## config.mk

```make
export PLATFORM = sky130hd
export DESIGN_NAME = operand_forward_unit_flat
export DESIGN_NICKNAME = d
export VERILOG_FILES = /design/src/rtl/operand_forward_unit_if.sv /design/src/rtl/operand_forward_unit.sv /design/src/flat_wrapper.sv
export SDC_FILE = /design/constraint.sdc
export NUM_CORES = 1
export LEC_CHECK = 0
export CORE_ASPECT_RATIO = 2
export CORE_UTILIZATION = 30
export DETAILED_ROUTE_END_ITERATION = 7
export HOLD_SLACK_MARGIN = 0.02
export SLEW_MARGIN = 20
export SYNTH_ARGS = -nofsm -noshare
export SYNTH_HDL_FRONTEND = slang
export SYNTH_SLANG_ARGS = --single-unit
```

## constraint.sdc

```tcl
create_clock -name clk -period 3.5 [get_ports clk]
set_input_delay 0.7 -clock clk [delete_from_list [all_inputs] [get_ports clk]]
set_output_delay 0.7 -clock clk [all_outputs]
set_load 0.1 [all_outputs]
```

## src/rtl/operand_forward_unit_if.sv

```systemverilog
// Decode-side operand bus between ID/register file and the forwarding unit feeding EXEStage.
// The master drives the ID instruction and stage results; the slave returns the ID/EX operands.
interface operand_forward_unit_if #(
  parameter int unsigned DATA_W     = 16,
  parameter int unsigned REG_ADDR_W = 3
);
  logic                  id_valid;
  logic [REG_ADDR_W-1:0] id_rs1;
  logic [REG_ADDR_W-1:0] id_rs2;
  logic                  id_use_rs1;
  logic                  id_use_rs2;
  logic [REG_ADDR_W-1:0] id_rd;
  logic                  id_reg_write;
  logic                  id_mem_read;
  logic [DATA_W-1:0]     rf_data1;
  logic [DATA_W-1:0]     rf_data2;
  logic                  flush;
  logic [DATA_W-1:0]     ex_result;
  logic [DATA_W-1:0]     mem_result;
  logic [DATA_W-1:0]     wb_result;
  logic                  stall;
  logic [DATA_W-1:0]     bus1;
  logic [DATA_W-1:0]     bus2;
  logic                  ex_valid;
  logic [REG_ADDR_W-1:0] ex_rd;

  modport master (
    output id_valid, id_rs1, id_rs2, id_use_rs1, id_use_rs2, id_rd, id_reg_write, id_mem_read,
    output rf_data1, rf_data2, flush, ex_result, mem_result, wb_result,
    input  stall, bus1, bus2, ex_valid, ex_rd
  );

  modport slave (
    input  id_valid, id_rs1, id_rs2, id_use_rs1, id_use_rs2, id_rd, id_reg_write, id_mem_read,
    input  rf_data1, rf_data2, flush, ex_result, mem_result, wb_result,
    output stall, bus1, bus2, ex_valid, ex_rd
  );
endinterface

```

## src/rtl/operand_forward_unit.sv

```systemverilog
// Operand forwarding for EXEStage: tracks EX/MEM/WB destination tags, picks the newest producer,
// stalls on load-use and registers Bus1/Bus2. Optional FWD_STALL_STATS_EN adds debug counters.
module operand_forward_unit #(
  parameter int unsigned DATA_W     = 16,
  parameter int unsigned REG_ADDR_W = 3
) (
  input logic                   clk,
  input logic                   rst_n,
  operand_forward_unit_if.slave fwd_io
);

  typedef struct packed {
    logic                  valid;
    logic                  we;
    logic                  load;
    logic [REG_ADDR_W-1:0] rd;
  } slot_t;

  slot_t             ex_q, ex_d, mem_q, wb_q;
  logic [DATA_W-1:0] bus1_q, bus1_d, bus2_q, bus2_d;
  logic [DATA_W-1:0] op1, op2;
  logic              fwd1, fwd2;
  logic              ex_hit1, ex_hit2;
  logic              stall, issue;

  // r0 is hard-wired zero, so a write to it never satisfies a read.
  function automatic logic hit(input slot_t s, input logic [REG_ADDR_W-1:0] src,
                               input logic use_src);
    return s.valid && s.we && (s.rd == src) && (src != '0) && use_src;
  endfunction

  // Returns {forwarded, value}; the youngest producer wins.
  function automatic logic [DATA_W:0] pick(
    input logic [REG_ADDR_W-1:0] src,
    input logic                  use_src,
    input logic [DATA_W-1:0]     rf_val,
    input slot_t                 ex_s,
    input slot_t                 mem_s,
    input slot_t                 wb_s,
    input logic [DATA_W-1:0]     ex_val,
    input logic [DATA_W-1:0]     mem_val,
    input logic [DATA_W-1:0]     wb_val
  );
    if (hit(ex_s, src, use_src))  return {1'b1, ex_val};
    if (hit(mem_s, src, use_src)) return {1'b1, mem_val};
    if (hit(wb_s, src, use_src))  return {1'b1, wb_val};
    return {1'b0, rf_val};
  endfunction

  always_comb begin
    {fwd1, op1} = pick(fwd_io.id_rs1, fwd_io.id_use_rs1, fwd_io.rf_data1, ex_q, mem_q, wb_q,
                       fwd_io.ex_result, fwd_io.mem_result, fwd_io.wb_result);
    {fwd2, op2} = pick(fwd_io.id_rs2, fwd_io.id_use_rs2, fwd_io.rf_data2, ex_q, mem_q, wb_q,
                       fwd_io.ex_result, fwd_io.mem_result, fwd_io.wb_result);
    ex_hit1 = hit(ex_q, fwd_io.id_rs1, fwd_io.id_use_rs1);
    ex_hit2 = hit(ex_q, fwd_io.id_rs2, fwd_io.id_use_rs2);

    // A load in EX has no data yet; wait one cycle so it can come from MEM.
    stall = fwd_io.id_valid & ~fwd_io.flush & ex_q.load & (ex_hit1 | ex_hit2);
    issue = fwd_io.id_valid & ~stall & ~fwd_io.flush;

    ex_d = '0;
    if (issue) begin
      ex_d.valid = 1'b1;
      ex_d.we    = fwd_io.id_reg_write;
      ex_d.load  = fwd_io.id_mem_read;
      ex_d.rd    = fwd_io.id_rd;
    end

    bus1_d = issue ? op1 : bus1_q;
    bus2_d = issue ? op2 : bus2_q;
  end

  always_ff @(posedge clk or negedge rst_n) begin
    if (!rst_n) begin
      ex_q   <= '0;
      mem_q  <= '0;
      wb_q   <= '0;
      bus1_q <= '0;
      bus2_q <= '0;
    end else begin
      ex_q   <= ex_d;
      mem_q  <= ex_q;
      wb_q   <= mem_q;
      bus1_q <= bus1_d;
      bus2_q <= bus2_d;
    end
  end

  assign fwd_io.stall    = stall;
  assign fwd_io.bus1     = bus1_q;
  assign fwd_io.bus2     = bus2_q;
  assign fwd_io.ex_valid = ex_q.valid;
  assign fwd_io.ex_rd    = ex_q.rd;

`ifdef FWD_STALL_STATS_EN
  logic [15:0] stall_cnt_q, stall_cnt_d;
  logic [15:0] fwd_cnt_q, fwd_cnt_d;
  logic [1:0]  fwd_inc;
  logic [16:0] fwd_sum;

  always_comb begin
    fwd_inc     = {1'b0, issue & fwd1} + {1'b0, issue & fwd2};
    fwd_sum     = {1'b0, fwd_cnt_q} + {15'd0, fwd_inc};
    fwd_cnt_d   = fwd_sum[16] ? 16'hFFFF : fwd_sum[15:0];
    stall_cnt_d = (stall && (stall_cnt_q != 16'hFFFF)) ? stall_cnt_q + 16'd1 : stall_cnt_q;
  end

  always_ff @(posedge clk or negedge rst_n) begin
    if (!rst_n) begin
      stall_cnt_q <= '0;
      fwd_cnt_q   <= '0;
    end else begin
      stall_cnt_q <= stall_cnt_d;
      fwd_cnt_q   <= fwd_cnt_d;
    end
  end
`endif

endmodule

```

## src/flat_wrapper.sv

```systemverilog
// flat-port wrapper written by rule: the top's interface ports become plain ports
module operand_forward_unit_flat 
#(
  parameter int unsigned DATA_W     = 16,
  parameter int unsigned REG_ADDR_W = 3
)
  (clk, rst_n, fwd_io_id_valid, fwd_io_id_rs1, fwd_io_id_rs2, fwd_io_id_use_rs1, fwd_io_id_use_rs2, fwd_io_id_rd, fwd_io_id_reg_write, fwd_io_id_mem_read, fwd_io_rf_data1, fwd_io_rf_data2, fwd_io_flush, fwd_io_ex_result, fwd_io_mem_result, fwd_io_wb_result, fwd_io_stall, fwd_io_bus1, fwd_io_bus2, fwd_io_ex_valid, fwd_io_ex_rd);
  operand_forward_unit_if #(.DATA_W(DATA_W), .REG_ADDR_W(REG_ADDR_W)) fwd_io_i ();
  input logic clk;
  input logic rst_n;
  input wire logic [$bits(fwd_io_i.id_valid)-1:0] fwd_io_id_valid;
  input wire logic [$bits(fwd_io_i.id_rs1)-1:0] fwd_io_id_rs1;
  input wire logic [$bits(fwd_io_i.id_rs2)-1:0] fwd_io_id_rs2;
  input wire logic [$bits(fwd_io_i.id_use_rs1)-1:0] fwd_io_id_use_rs1;
  input wire logic [$bits(fwd_io_i.id_use_rs2)-1:0] fwd_io_id_use_rs2;
  input wire logic [$bits(fwd_io_i.id_rd)-1:0] fwd_io_id_rd;
  input wire logic [$bits(fwd_io_i.id_reg_write)-1:0] fwd_io_id_reg_write;
  input wire logic [$bits(fwd_io_i.id_mem_read)-1:0] fwd_io_id_mem_read;
  input wire logic [$bits(fwd_io_i.rf_data1)-1:0] fwd_io_rf_data1;
  input wire logic [$bits(fwd_io_i.rf_data2)-1:0] fwd_io_rf_data2;
  input wire logic [$bits(fwd_io_i.flush)-1:0] fwd_io_flush;
  input wire logic [$bits(fwd_io_i.ex_result)-1:0] fwd_io_ex_result;
  input wire logic [$bits(fwd_io_i.mem_result)-1:0] fwd_io_mem_result;
  input wire logic [$bits(fwd_io_i.wb_result)-1:0] fwd_io_wb_result;
  output wire logic [$bits(fwd_io_i.stall)-1:0] fwd_io_stall;
  output wire logic [$bits(fwd_io_i.bus1)-1:0] fwd_io_bus1;
  output wire logic [$bits(fwd_io_i.bus2)-1:0] fwd_io_bus2;
  output wire logic [$bits(fwd_io_i.ex_valid)-1:0] fwd_io_ex_valid;
  output wire logic [$bits(fwd_io_i.ex_rd)-1:0] fwd_io_ex_rd;
  assign fwd_io_i.id_valid = fwd_io_id_valid;
  assign fwd_io_i.id_rs1 = fwd_io_id_rs1;
  assign fwd_io_i.id_rs2 = fwd_io_id_rs2;
  assign fwd_io_i.id_use_rs1 = fwd_io_id_use_rs1;
  assign fwd_io_i.id_use_rs2 = fwd_io_id_use_rs2;
  assign fwd_io_i.id_rd = fwd_io_id_rd;
  assign fwd_io_i.id_reg_write = fwd_io_id_reg_write;
  assign fwd_io_i.id_mem_read = fwd_io_id_mem_read;
  assign fwd_io_i.rf_data1 = fwd_io_rf_data1;
  assign fwd_io_i.rf_data2 = fwd_io_rf_data2;
  assign fwd_io_i.flush = fwd_io_flush;
  assign fwd_io_i.ex_result = fwd_io_ex_result;
  assign fwd_io_i.mem_result = fwd_io_mem_result;
  assign fwd_io_i.wb_result = fwd_io_wb_result;
  assign fwd_io_stall = fwd_io_i.stall;
  assign fwd_io_bus1 = fwd_io_i.bus1;
  assign fwd_io_bus2 = fwd_io_i.bus2;
  assign fwd_io_ex_valid = fwd_io_i.ex_valid;
  assign fwd_io_ex_rd = fwd_io_i.ex_rd;
  operand_forward_unit #(.DATA_W(DATA_W), .REG_ADDR_W(REG_ADDR_W)) u_core (.clk(clk), .rst_n(rst_n), .fwd_io(fwd_io_i));
endmodule
```

==> results of run 1 <==
power groups by stage:
stage / Clock (mW) / Sequential [mW] / Combinational, mW
global route: 0.570 / 0.656 / 0.790
global placement: 0 / 0.658 / 0.764
floorplan: 0 / 1.01 / 0.147
CTS: 0.550 / 0.650 / 0.769
detailed placement: 0 / 0.660 / 0.767
finish: 0.535 / 0.649 / 0.763
routing by layer:
layer | track usage [%] | part of all wire (%)
met5 | 0 | 0
met4 | 9.34 | 3.0
met3 | 2.14 | 3.0
met2 | 40.3 | 57
met1 | 23.8 | 37
layout make-up:
cell class,instances,area share [%]
well taps,135,3.60
multi-input cells,283,37.7
clock buffers,6,2.74
flip-flops and latches,48,25.6
repair buffers,147,29.7
clock inverters,2,0.746
worst max-delay path by stage:
stage	start	endpoint	cells past startpoint	slack, ns
after floorplan	fwd_io_id_rs2[0]	fwd_io_stall	8	-0.002
after global placement	fwd_io_id_rs1[0]	fwd_io_stall	7	0.29
after detailed placement	fwd_io_id_rs1[0]	fwd_io_stall	7	0.28
after CTS	fwd_io_id_rs1[0]	fwd_io_stall	7	0.26
after global routing	fwd_io_id_rs2[1]	fwd_io_stall	7	0.20
final	fwd_io_id_rs1[0]	fwd_io_stall	7	0.28
metrics by stage:
| stage | power (mW) | cells | TNS (ns) |
|---|---|---|---|
| after CTS | 1.97 | 621 | 0 |
| after global placement | 1.42 | 613 | 0 |
| after global routing | 2.02 | 621 | 0 |
| after floorplan | 1.16 | 366 | -0.00242 |
| after detailed placement | 1.43 | 613 | 0 |
| final | 1.95 | 621 | 0 |
sequential cells by signal, indices dropped and copies added (netlist names):
register                cells
u_core.mem_q                5
u_core.fwd_io.ex_valid      1
u_core.fwd_io.ex_rd         3
u_core.fwd_io.bus2         16
u_core.fwd_io.bus1         16
u_core.ex_q                 2
u_core.wb_q                 5
synthesized netlist by cell type (all sizes together) (3+ instances only):
library cell	count
nand2	102
dfrtp	48
a21oi	34
nor2	34
a311o	32
a31oi	32
clkbuf	21
buf	14
xnor2	8
and3	7
nand3	5
o21ai	5
xor2	4
and2	3
nand4	3
nor3	3
kinds of logic after synthesis:
logic type,synth area share [%]
AOI/OAI and AO/OA,30.0
and+or+nand+nor,21.9
xor gates and xnor gates,3.35
buffers and inverters,6.38
DFF,38.3
==> reports/qor.csv, run 1 <==
stage;metric;value;unit
floorplan;die_x;74.3;µm
final_layout;finalInstanceArea;4700;µm²
sta;fin_ws;0.276;ns
clock_network;postCtsHoldBufs;0;
placed_design;place_area;4530;µm²
final_layout;multi_input_area;1770;µm²
final_layout;area_delta_synth_final;49.8;%
placed_design;port_buffers;133;
placed_design;gp_congestion;0.814;
final_layout;drive_gt1_share;16.3;%
synth;ys_warn_count;0;
final_layout;register_area;1200;µm²
placed_design;place_hpwl;8300;µm
detailed_routing;routed_wl;11500;µm
synth;synth-edff-count;0;
sta;worstMarginPinSlew;1.01;ns
clock_network;cts_buffers;5;
power_and_ir_drop;switching_share;38.9;%
detailed_routing;drt_first_iter_violations;255;
power_and_ir_drop;ir_drop;0.212;mV
synth;synth_area_leader_cell;dfrtp_1;
sta;setup_violations;0;
sta;whs;0.412;ns
sta;period_needed;3.22;ns
global_route;grt_pass1_vias;3245;
final_layout;layout.nets;582;
setup_path;path_buf_inv;2;
clock_network;post_cts_buffers;0;
min_path;whs_path_depth;0;
synth;syn_inst;366;
setup_path;crit_family;buffers and inverters;
setup_path;worstReg2RegEnd;u_core.fwd_io.bus2[13]$_DFFE_PN0P_;
detailed_routing;vias;3202;
setup_path;rr_worst_depth;6;
synth;syn_nets;463;
status;outcome;finished clean;
clock_network;clkLatencyLatePin;0.28;ns
sta;drv_slew;0;
setup_path;crit_chain;clkdlybuf4s50_1, or3b_1, a211o_1, a21oi_4, o21ai_4, nor3b_4, buf_12;
setup_path;timing.rr.start;u_core.fwd_io.ex_rd[2]$_DFF_PN0_;
sta;fin_skew;0.00397;ns
sta;rsz0062_at_grt;no;
min_path;hold_class;reg2reg;
power_and_ir_drop;power_switching;0.756;mW
sta;fin_crit_sh;92.1;%
floorplan;num_rows;52;
floorplan;die_area;10900;µm²
clock_network;h-tree-depth;2;
floorplan;ios;134;
setup_path;path_class;in2out;
synth;synth-seq-cells;48;
synth;syn_area_per_cell;8.57;µm²
detailed_routing;drtAntennaViolNets;0;
detailed_routing;first_pass_iters;4;
global_route;grt_start_max_net_pins;49;
placed_design;dp_worst_setup_slack;0.283;ns
floorplan;core;10100;µm²
synth;synth.top_cell.area_share;38.3;%
setup_path;critPathArrivalTime;2.52;ns
detailed_routing;via_per_inst;5.16;
setup_path;slowest_delay;0.48;ns
min_path;hold_start;u_core.mem_q[5]$_DFF_PN0_;
clock_network;cts-root-buf;clkbuf_16;
clock_network;cts_tree;yes;
floorplan;start_util;30.9;%
setup_path;crit_slowest_cell;clkdlybuf4s50_1;
setup_path;crit_path_end_kind;primary output;
final_layout;fillers;1054;
clock_network;cts.sinks;48;
global_route;antenna_found_initial;0;
global_route;grt_use_total;21.7;%
synth;synthesis.area;3140;µm²
sta;slew-limit-headroom;32.7;%
synth;ys_async_sr_fraction;100;%
power_and_ir_drop;leakage;1.80;nW
run;drv_cap;0;
synth;synth_area_leaders;dfrtp_1 38%, nand2_1 12%, a31oi_2 12%;
synth;synthFlopType;dfrtp_1;
synth;ys_seq_area_share;38.3;%
clock_network;cts.repair.resized;0;
power_and_ir_drop;power_density;414;nW/µm²
sta;final_hold_viol_count;0;
synth;synth_cell_types;30;
power_and_ir_drop;combPwrFrac;39.2;%
setup_path;path_max_fanout;4;
power_and_ir_drop;intPower;1.19;mW
global_route;grt_pass1_wl;17400;µm
setup_path;rrSetupSlack;1.16;ns
final_layout;final_cell_mix;111 x clkdlybuf4s50_1, 102 x nand2_1, 48 x dfrtp_1;
floorplan;die_h;147;µm
setup_path;start_kind;input pin;
sta;timing.fmax;310;MHz
min_path;hold_end;u_core.wb_q[5]$_DFF_PN0_;
clock_network;max-clock-path-buffers;2;
detailed_routing;drc;0;
power_and_ir_drop;power_frac_seq;33.3;%
power_and_ir_drop;pwr-share-clk;27.5;%
final_layout;fin_util;46.3;%
final_layout;layout_commonest_cell;clkdlybuf4s50_1;
global_route;overflow;0;
final_layout;diodes;0;
clock_network;path_clk_slew;0.06;ns
detailed_routing;wl_per_cell;18.6;µm
setup_path;worstPathRequired;2.80;ns
Note: power is estimated with default switching activity, not from simulation.
==> inputs of run 2 (changes only) <==
--- a/config.mk
+++ b/config.mk
@@ -8,8 +8,10 @@
 export CORE_ASPECT_RATIO = 2
 export CORE_UTILIZATION = 30
 export DETAILED_ROUTE_END_ITERATION = 7
+export DONT_BUFFER_PORTS = 1
 export HOLD_SLACK_MARGIN = 0.02
 export SLEW_MARGIN = 20
 export SYNTH_ARGS = -nofsm -noshare
 export SYNTH_HDL_FRONTEND = slang
 export SYNTH_SLANG_ARGS = --single-unit
+export TNS_END_PERCENT = 10
==> reports/qor.csv, run 2 (synthesis results as in run 1) <==
stage;metric;value;unit;change
sta;period_needed;2.88;ns;-0.349 ns
final_layout;area_delta_synth_final;9.06;%;
clock_network;cts_buffers;5;;unchanged
power_and_ir_drop;power_frac_seq;58.1;%;+25 points
global_route;grt_pass1_wl;15600;µm;-10%
final_layout;drive_gt1_share;16.2;%;-0.062 points
setup_path;slowest_delay;0.47;ns;about the same
clock_network;post_cts_buffers;0;;unchanged
setup_path;timing.rr.start;u_core.fwd_io.ex_rd[2]$_DFF_PN0_;;
placed_design;gp_congestion;0.787;;-3.2%
setup_path;start_kind;flop;;
final_layout;finalInstanceArea;3420;µm²;-27%
final_layout;layout.cells.non_filler;487;;-22%
clock_network;postCtsHoldBufs;0;;unchanged
setup_path;rrSetupSlack;0.94;ns;-0.22 ns
floorplan;die_area;10900;µm²;unchanged
detailed_routing;routed_wl;10800;µm;-6.4%
power_and_ir_drop;power_density;510;nW/µm²;+23%
setup_path;critPathArrivalTime;2.18;ns;-0.34 ns
sta;fin_crit_sh;82.2;%;-10 points
detailed_routing;drtAntennaViolNets;0;;unchanged
sta;slew-limit-headroom;34.3;%;+1.6 points
setup_path;worstReg2RegEnd;u_core.fwd_io.bus2[13]$_DFFE_PN0P_;;
detailed_routing;via_per_inst;5.74;;+11%
final_layout;layout.nets;448;;-23%
power_and_ir_drop;power_switching;0.725;mW;-4.1%
setup_path;worstPathRequired;2.80;ns;about the same
floorplan;die_h;147;µm;unchanged
power_and_ir_drop;combPwrFrac;9.7;%;-30 points
power_and_ir_drop;leakage;1.25;nW;-30%
clock_network;cts.repair.resized;0;;unchanged
placed_design;place_hpwl;7840;µm;-5.5%
status;outcome;finished clean;;
setup_path;path_class;reg2out;;
detailed_routing;vias;2793;;-13%
power_and_ir_drop;finalPower;1.75;mW;-10%
detailed_routing;wl_per_cell;22.2;µm;+19%
setup_path;crit_path_end_kind;primary output;;
sta;worstMarginPinSlew;0.985;ns;-0.0210 ns
floorplan;die_x;74.3;µm;unchanged
floorplan;core;10100;µm²;unchanged
floorplan;start_util;30.9;%;unchanged
global_route;grt_pass1_vias;2828;;-13%
detailed_routing;drt_first_iter_violations;123;;-52%
setup_path;rr_worst_depth;7;;+1
global_route;antenna_found_initial;0;;unchanged
floorplan;ios;134;;unchanged
clock_network;cts-root-buf;clkbuf_16;;
clock_network;cts.sinks;48;;unchanged
global_route;grt_use_total;19.7;%;-1.9 points
final_layout;layout_commonest_cell;nand2_1;;
sta;final_hold_viol_count;0;;unchanged
final_layout;fin_util;33.7;%;-13 points
clock_network;clkLatencyLatePin;0.29;ns;about the same
run;drv_cap;0;;unchanged
setup_path;crit_slowest_cell;dfrtp_1;;
sta;drv_slew;0;;unchanged
placed_design;port_buffers;0;;-100%
sta;fin_ws;0.625;ns;+0.349 ns
sta;fin_skew;0.00365;ns;-0.000312 ns
sta;timing.fmax;348;MHz;+12%
setup_path;crit_chain;or3b_1, a211o_1, a21oi_4, o21ai_4, nor3b_4, buf_12;;
power_and_ir_drop;intPower;1.02;mW;-14%
power_and_ir_drop;switching_share;41.5;%;+2.7 points
final_layout;final_cell_mix;102 x nand2_1, 48 x dfrtp_1, 34 x nor2_1;;
placed_design;dp.cells;479;;-22%
sta;rsz0062_at_grt;no;;
floorplan;num_rows;52;;unchanged
detailed_routing;first_pass_iters;5;;+1
global_route;grt_start_max_net_pins;49;;unchanged
placed_design;dp_worst_setup_slack;0.716;ns;+0.433 ns
clock_network;h-tree-depth;2;;unchanged
clock_network;path_clk_slew;0.07;ns;about the same
power_and_ir_drop;ir_drop;0.227;mV;+7.4%
final_layout;diodes;0;;unchanged
placed_design;place_area;3250;µm²;-28%
min_path;hold_class;in2async;;
global_route;overflow;0;;unchanged
clock_network;cts_tree;yes;;
setup_path;path_max_fanout;7;;+3
sta;setup_violations;0;;unchanged
power_and_ir_drop;pwr-share-clk;32.2;%;+4.7 points
detailed_routing;drc;0;;unchanged
clock_network;max-clock-path-buffers;2;;unchanged
==> run 2: cell count changes in the layout (fill, tap and decap cells not counted), sizes merged <==
cell,change
buf,-23
clkinvlp,+1
clkdlybuf4s50,-111
inv,+1
clkinv,-1
clkbuf,-1
==> run 2: layer usage <==
layer	routed length (µm)	up-vias	track usage, %	part of all wire, %
met3	672	19	3.45	6.2
met1	3600	1370	18.8	33
li1	-	1270	-	-
met5	0	-	0	0
met2	6200	134	38.5	57
met4	325	0	8.87	3.0
==> run 2: through the flow <==
step / hold slack (ns) / setup TNS, ns
final: 0.0983 / 0
after detailed placement: 0.384 / 0
after CTS: 0.0895 / 0
after floorplan: 0.366 / -0.00242
after global placement: 0.381 / 0
after global routing: 0.0874 / 0
==> run 2: final cells by class <==
class                           instances  area [µm²]
Fill cell                            1086        6730
Multi-Input combinational cell        283        1770
Sequential cell                        48        1200
Tap cell                              135         169
Clock buffer                            5         125
Timing Repair Buffer                   13         110
Clock inverter                          3        46.3
==> run 2: how the worst max path moves through the flow <==
stage | startpoint | to | depth (start not counted)
2_1_floorplan | fwd_io_id_rs2[0] | fwd_io_stall | 8
3_3_place_gp | fwd_io_id_rs1[2] | fwd_io_stall | 6
3_5_place_dp | fwd_io_id_rs2[1] | u_core.fwd_io.bus2[13]$_DFFE_PN0P_ | 7
4_1_cts | u_core.fwd_io.ex_rd[2]$_DFF_PN0_ | fwd_io_stall | 6
5_1_grt | u_core.fwd_io.ex_rd[2]$_DFF_PN0_ | fwd_io_stall | 6
6_report | u_core.fwd_io.ex_rd[2]$_DFF_PN0_ | fwd_io_stall | 6
==> run 2: power groups by stage <==
| stage | sequential (mW) | clock [mW] | combinational (mW) |
|---|---|---|---|
| after global placement | 1.03 | 0 | 0.169 |
| after detailed placement | 1.03 | 0 | 0.173 |
| after CTS | 1.02 | 0.575 | 0.173 |
| final | 1.01 | 0.562 | 0.170 |
| after floorplan | 1.01 | 0 | 0.147 |
| after global routing | 1.02 | 0.592 | 0.186 |
==> run 2: worst max-delay path: cells and delay by family, from the launching register on <==
family                 cells  cell delay [ns]
AOI/OAI and AO/OA          3             0.58
buffers and inverters      1             0.21
DFF                        1             0.47
and+or+nand+nor            2             0.63
==> inputs of run 3 (changes only) <==
==> constraint.sdc (replaced) <==
create_clock -name clk -period 2.85 [get_ports clk]
set_input_delay 0.57 -clock clk [delete_from_list [all_inputs] [get_ports clk]]
set_output_delay 0.57 -clock clk [all_outputs]
set_load 0.1 [all_outputs]
==> reports/qor.csv, run 3 (synthesis results as in run 1) <==
stage;metric;value;unit;change
status;outcome;finished clean;;
sta;fin_ws;0.148;ns;-0.476 ns
detailed_routing;routed_wl;10700;µm;-0.79%
setup_path;crit_family;simple AND/OR/NAND/NOR gates;;
placed_design;dp_worst_setup_slack;0.247;ns;-0.469 ns
detailed_routing;drc;0;;unchanged
setup_path;crit_path_end_kind;primary output;;
final_layout;layout.cells.non_filler;490;;+0.62%
setup_path;cp.depth;6;;unchanged
sta;fin_crit_sh;94.8;%;
setup_path;critPathArrivalTime;2.13;ns;-0.05 ns
clock_network;cts.sinks;48;;unchanged
final_layout;layout.nets;451;;+0.67%
global_route;grt_pass1_vias;2720;;-3.8%
clock_network;post_cts_buffers;0;;unchanged
floorplan;die_x;74.3;µm;unchanged
final_layout;fin_util;34.3;%;+0.64 points
detailed_routing;wl_per_cell;21.8;µm;-1.4%
global_route;grt_use_total;19.7;%;-0.055 points
clock_network;h-tree-depth;2;;unchanged
floorplan;die_area;10900;µm²;unchanged
setup_path;path_max_fanout;6;;-1
power_and_ir_drop;ir_drop;0.331;mV;+46%
global_route;antenna_found_initial;0;;unchanged
sta;period_needed;2.70;ns;
setup_path;start_kind;flop;;
setup_path;crit_chain;or3b_1, a211o_1, a21oi_4, o21ai_4, nor3b_4, buf_12;;
setup_path;crit_slowest_cell;dfrtp_1;;
floorplan;ios;134;;unchanged
setup_path;rr_worst_depth;7;;unchanged
sta;final_hold_viol_count;0;;unchanged
setup_path;worstPathRequired;2.28;ns;-0.52 ns
global_route;grt_pass1_wl;15500;µm;-0.79%
global_route;overflow;0;;unchanged
global_route;grt_start_max_net_pins;49;;unchanged
setup_path;slowest_delay;0.45;ns;-0.02 ns
run;drv_cap;0;;unchanged
sta;whs;0.114;ns;+0.0160 ns
sta;slew-limit-headroom;34.1;%;-0.20 points
placed_design;place_area;3260;µm²;+0.46%
floorplan;core;10100;µm²;unchanged
sta;timing.fmax;370;MHz;
floorplan;die_h;147;µm;unchanged
floorplan;num_rows;52;;unchanged
clock_network;cts_tree;yes;;
final_layout;diodes;0;;unchanged
clock_network;cts-root-buf;clkbuf_16;;
final_layout;layout_commonest_cell;nand2_1;;
detailed_routing;vias;2721;;-2.6%
clock_network;clkLatencyLatePin;0.29;ns;about the same
setup_path;rrSetupSlack;0.34;ns;-0.60 ns
placed_design;port_buffers;0;;unchanged
clock_network;path_clk_slew;0.07;ns;about the same
final_layout;fillers;1082;;-0.37%
sta;worstMarginPinSlew;0.988;ns;+0.00294 ns
placed_design;dp.cells;481;;+0.42%
detailed_routing;first_pass_iters;5;;unchanged
power_and_ir_drop;power_density;646;nW/µm²;+27%
detailed_routing;drtAntennaViolNets;0;;unchanged
final_layout;finalInstanceArea;3480;µm²;+1.9%
sta;fin_skew;0.00445;ns;+0.000792 ns
sta;rsz0062_at_grt;no;;
detailed_routing;via_per_inst;5.55;;-3.2%
placed_design;gp_congestion;0.785;;-0.30%
sta;setup_violations;0;;unchanged
clock_network;cts_buffers;5;;unchanged
power_and_ir_drop;leakage;1.29;nW;+2.9%
clock_network;max-clock-path-buffers;2;;unchanged
setup_path;path_buf_inv;1;;unchanged
sta;drv_slew;0;;unchanged
detailed_routing;drt_first_iter_violations;129;;+4.9%
final_layout;area_delta_synth_final;11.1;%;
setup_path;path_class;reg2out;;
final_layout;final_cell_mix;102 x nand2_1, 48 x dfrtp_1, 34 x nor2_1;;
floorplan;start_util;30.9;%;unchanged
final_layout;drive_gt1_share;16.9;%;+0.71 points
placed_design;place_hpwl;7800;µm;-0.61%
min_path;hold_class;in2async;;
[run 3: changes by cell type in the layout (fill, tap and decap cells not counted), sizes merged]
cell	delta
bufinv	+1
clkinvlp	-1
buf	+3
[run 3: final cells by class]
class                      count  area [µm²]  share of cell area, %
sequential                    48        1200                   34.5
tap                          135         169                   4.85
clock inverter                 3        68.8                   1.97
multi-input combinational    283        1770                   50.7
timing repair buffer          16         153                   4.38
clock buffer                   5         125                   3.59
[run 3: final timing paths]
path	from	end
max	u_core.fwd_io.ex_rd[2]$_DFF_PN0_	fwd_io_stall
min	rst_n	u_core.fwd_io.bus1[1]$_DFFE_PN0P_
max reg2reg	u_core.fwd_io.ex_rd[2]$_DFF_PN0_	u_core.fwd_io.bus1[1]$_DFFE_PN0P_
min reg2reg	u_core.mem_q[4]$_DFF_PN0_	u_core.wb_q[4]$_DFF_PN0_
max in group asynchronous	rst_n	u_core.fwd_io.bus2[6]$_DFFE_PN0P_
min in group clk	u_core.mem_q[4]$_DFF_PN0_	u_core.wb_q[4]$_DFF_PN0_
[run 3: worst reg2reg max path: stages (launching register included)]
cell and delay (ns):
dfrtp_1 0.45, or3b_1 0.39, a211o_1 0.30, a21oi_4 0.19, o21ai_4 0.08, buf_4 0.20
and2_2 0.53, a31oi_2 0.30
[run 3: what timing repair did]
item	CTS	global route
setup endpoints to repair	0	0
hold buffers	1	0
gates resized for setup	0	0
endpoints found under the hold margin	48	0
[run 3: layer usage]
metal	GRT usage [%]	up-vias	share of wire, %
li1	-	1276	-
met1	18.6	1324	33
met2	38.2	113	59
met3	4.28	8	5.7
met4	8.40	0	1.8
met5	0	-	0
[run 3: where the power goes]
group          internal (mW)  leakage (nW)  switching, mW
registers              0.738         0.565          0.506
logic                  0.102         0.631          0.125
clock network          0.506        0.0944          0.275
[run 3: metrics by stage]
step | total power [mW] | TNS [ns]
6_report | 2.25 | 0
4_1_cts | 2.28 | 0
5_1_grt | 2.33 | 0
3_3_place_gp | 1.47 | 0
2_1_floorplan | 1.42 | -0.392
3_5_place_dp | 1.47 | 0
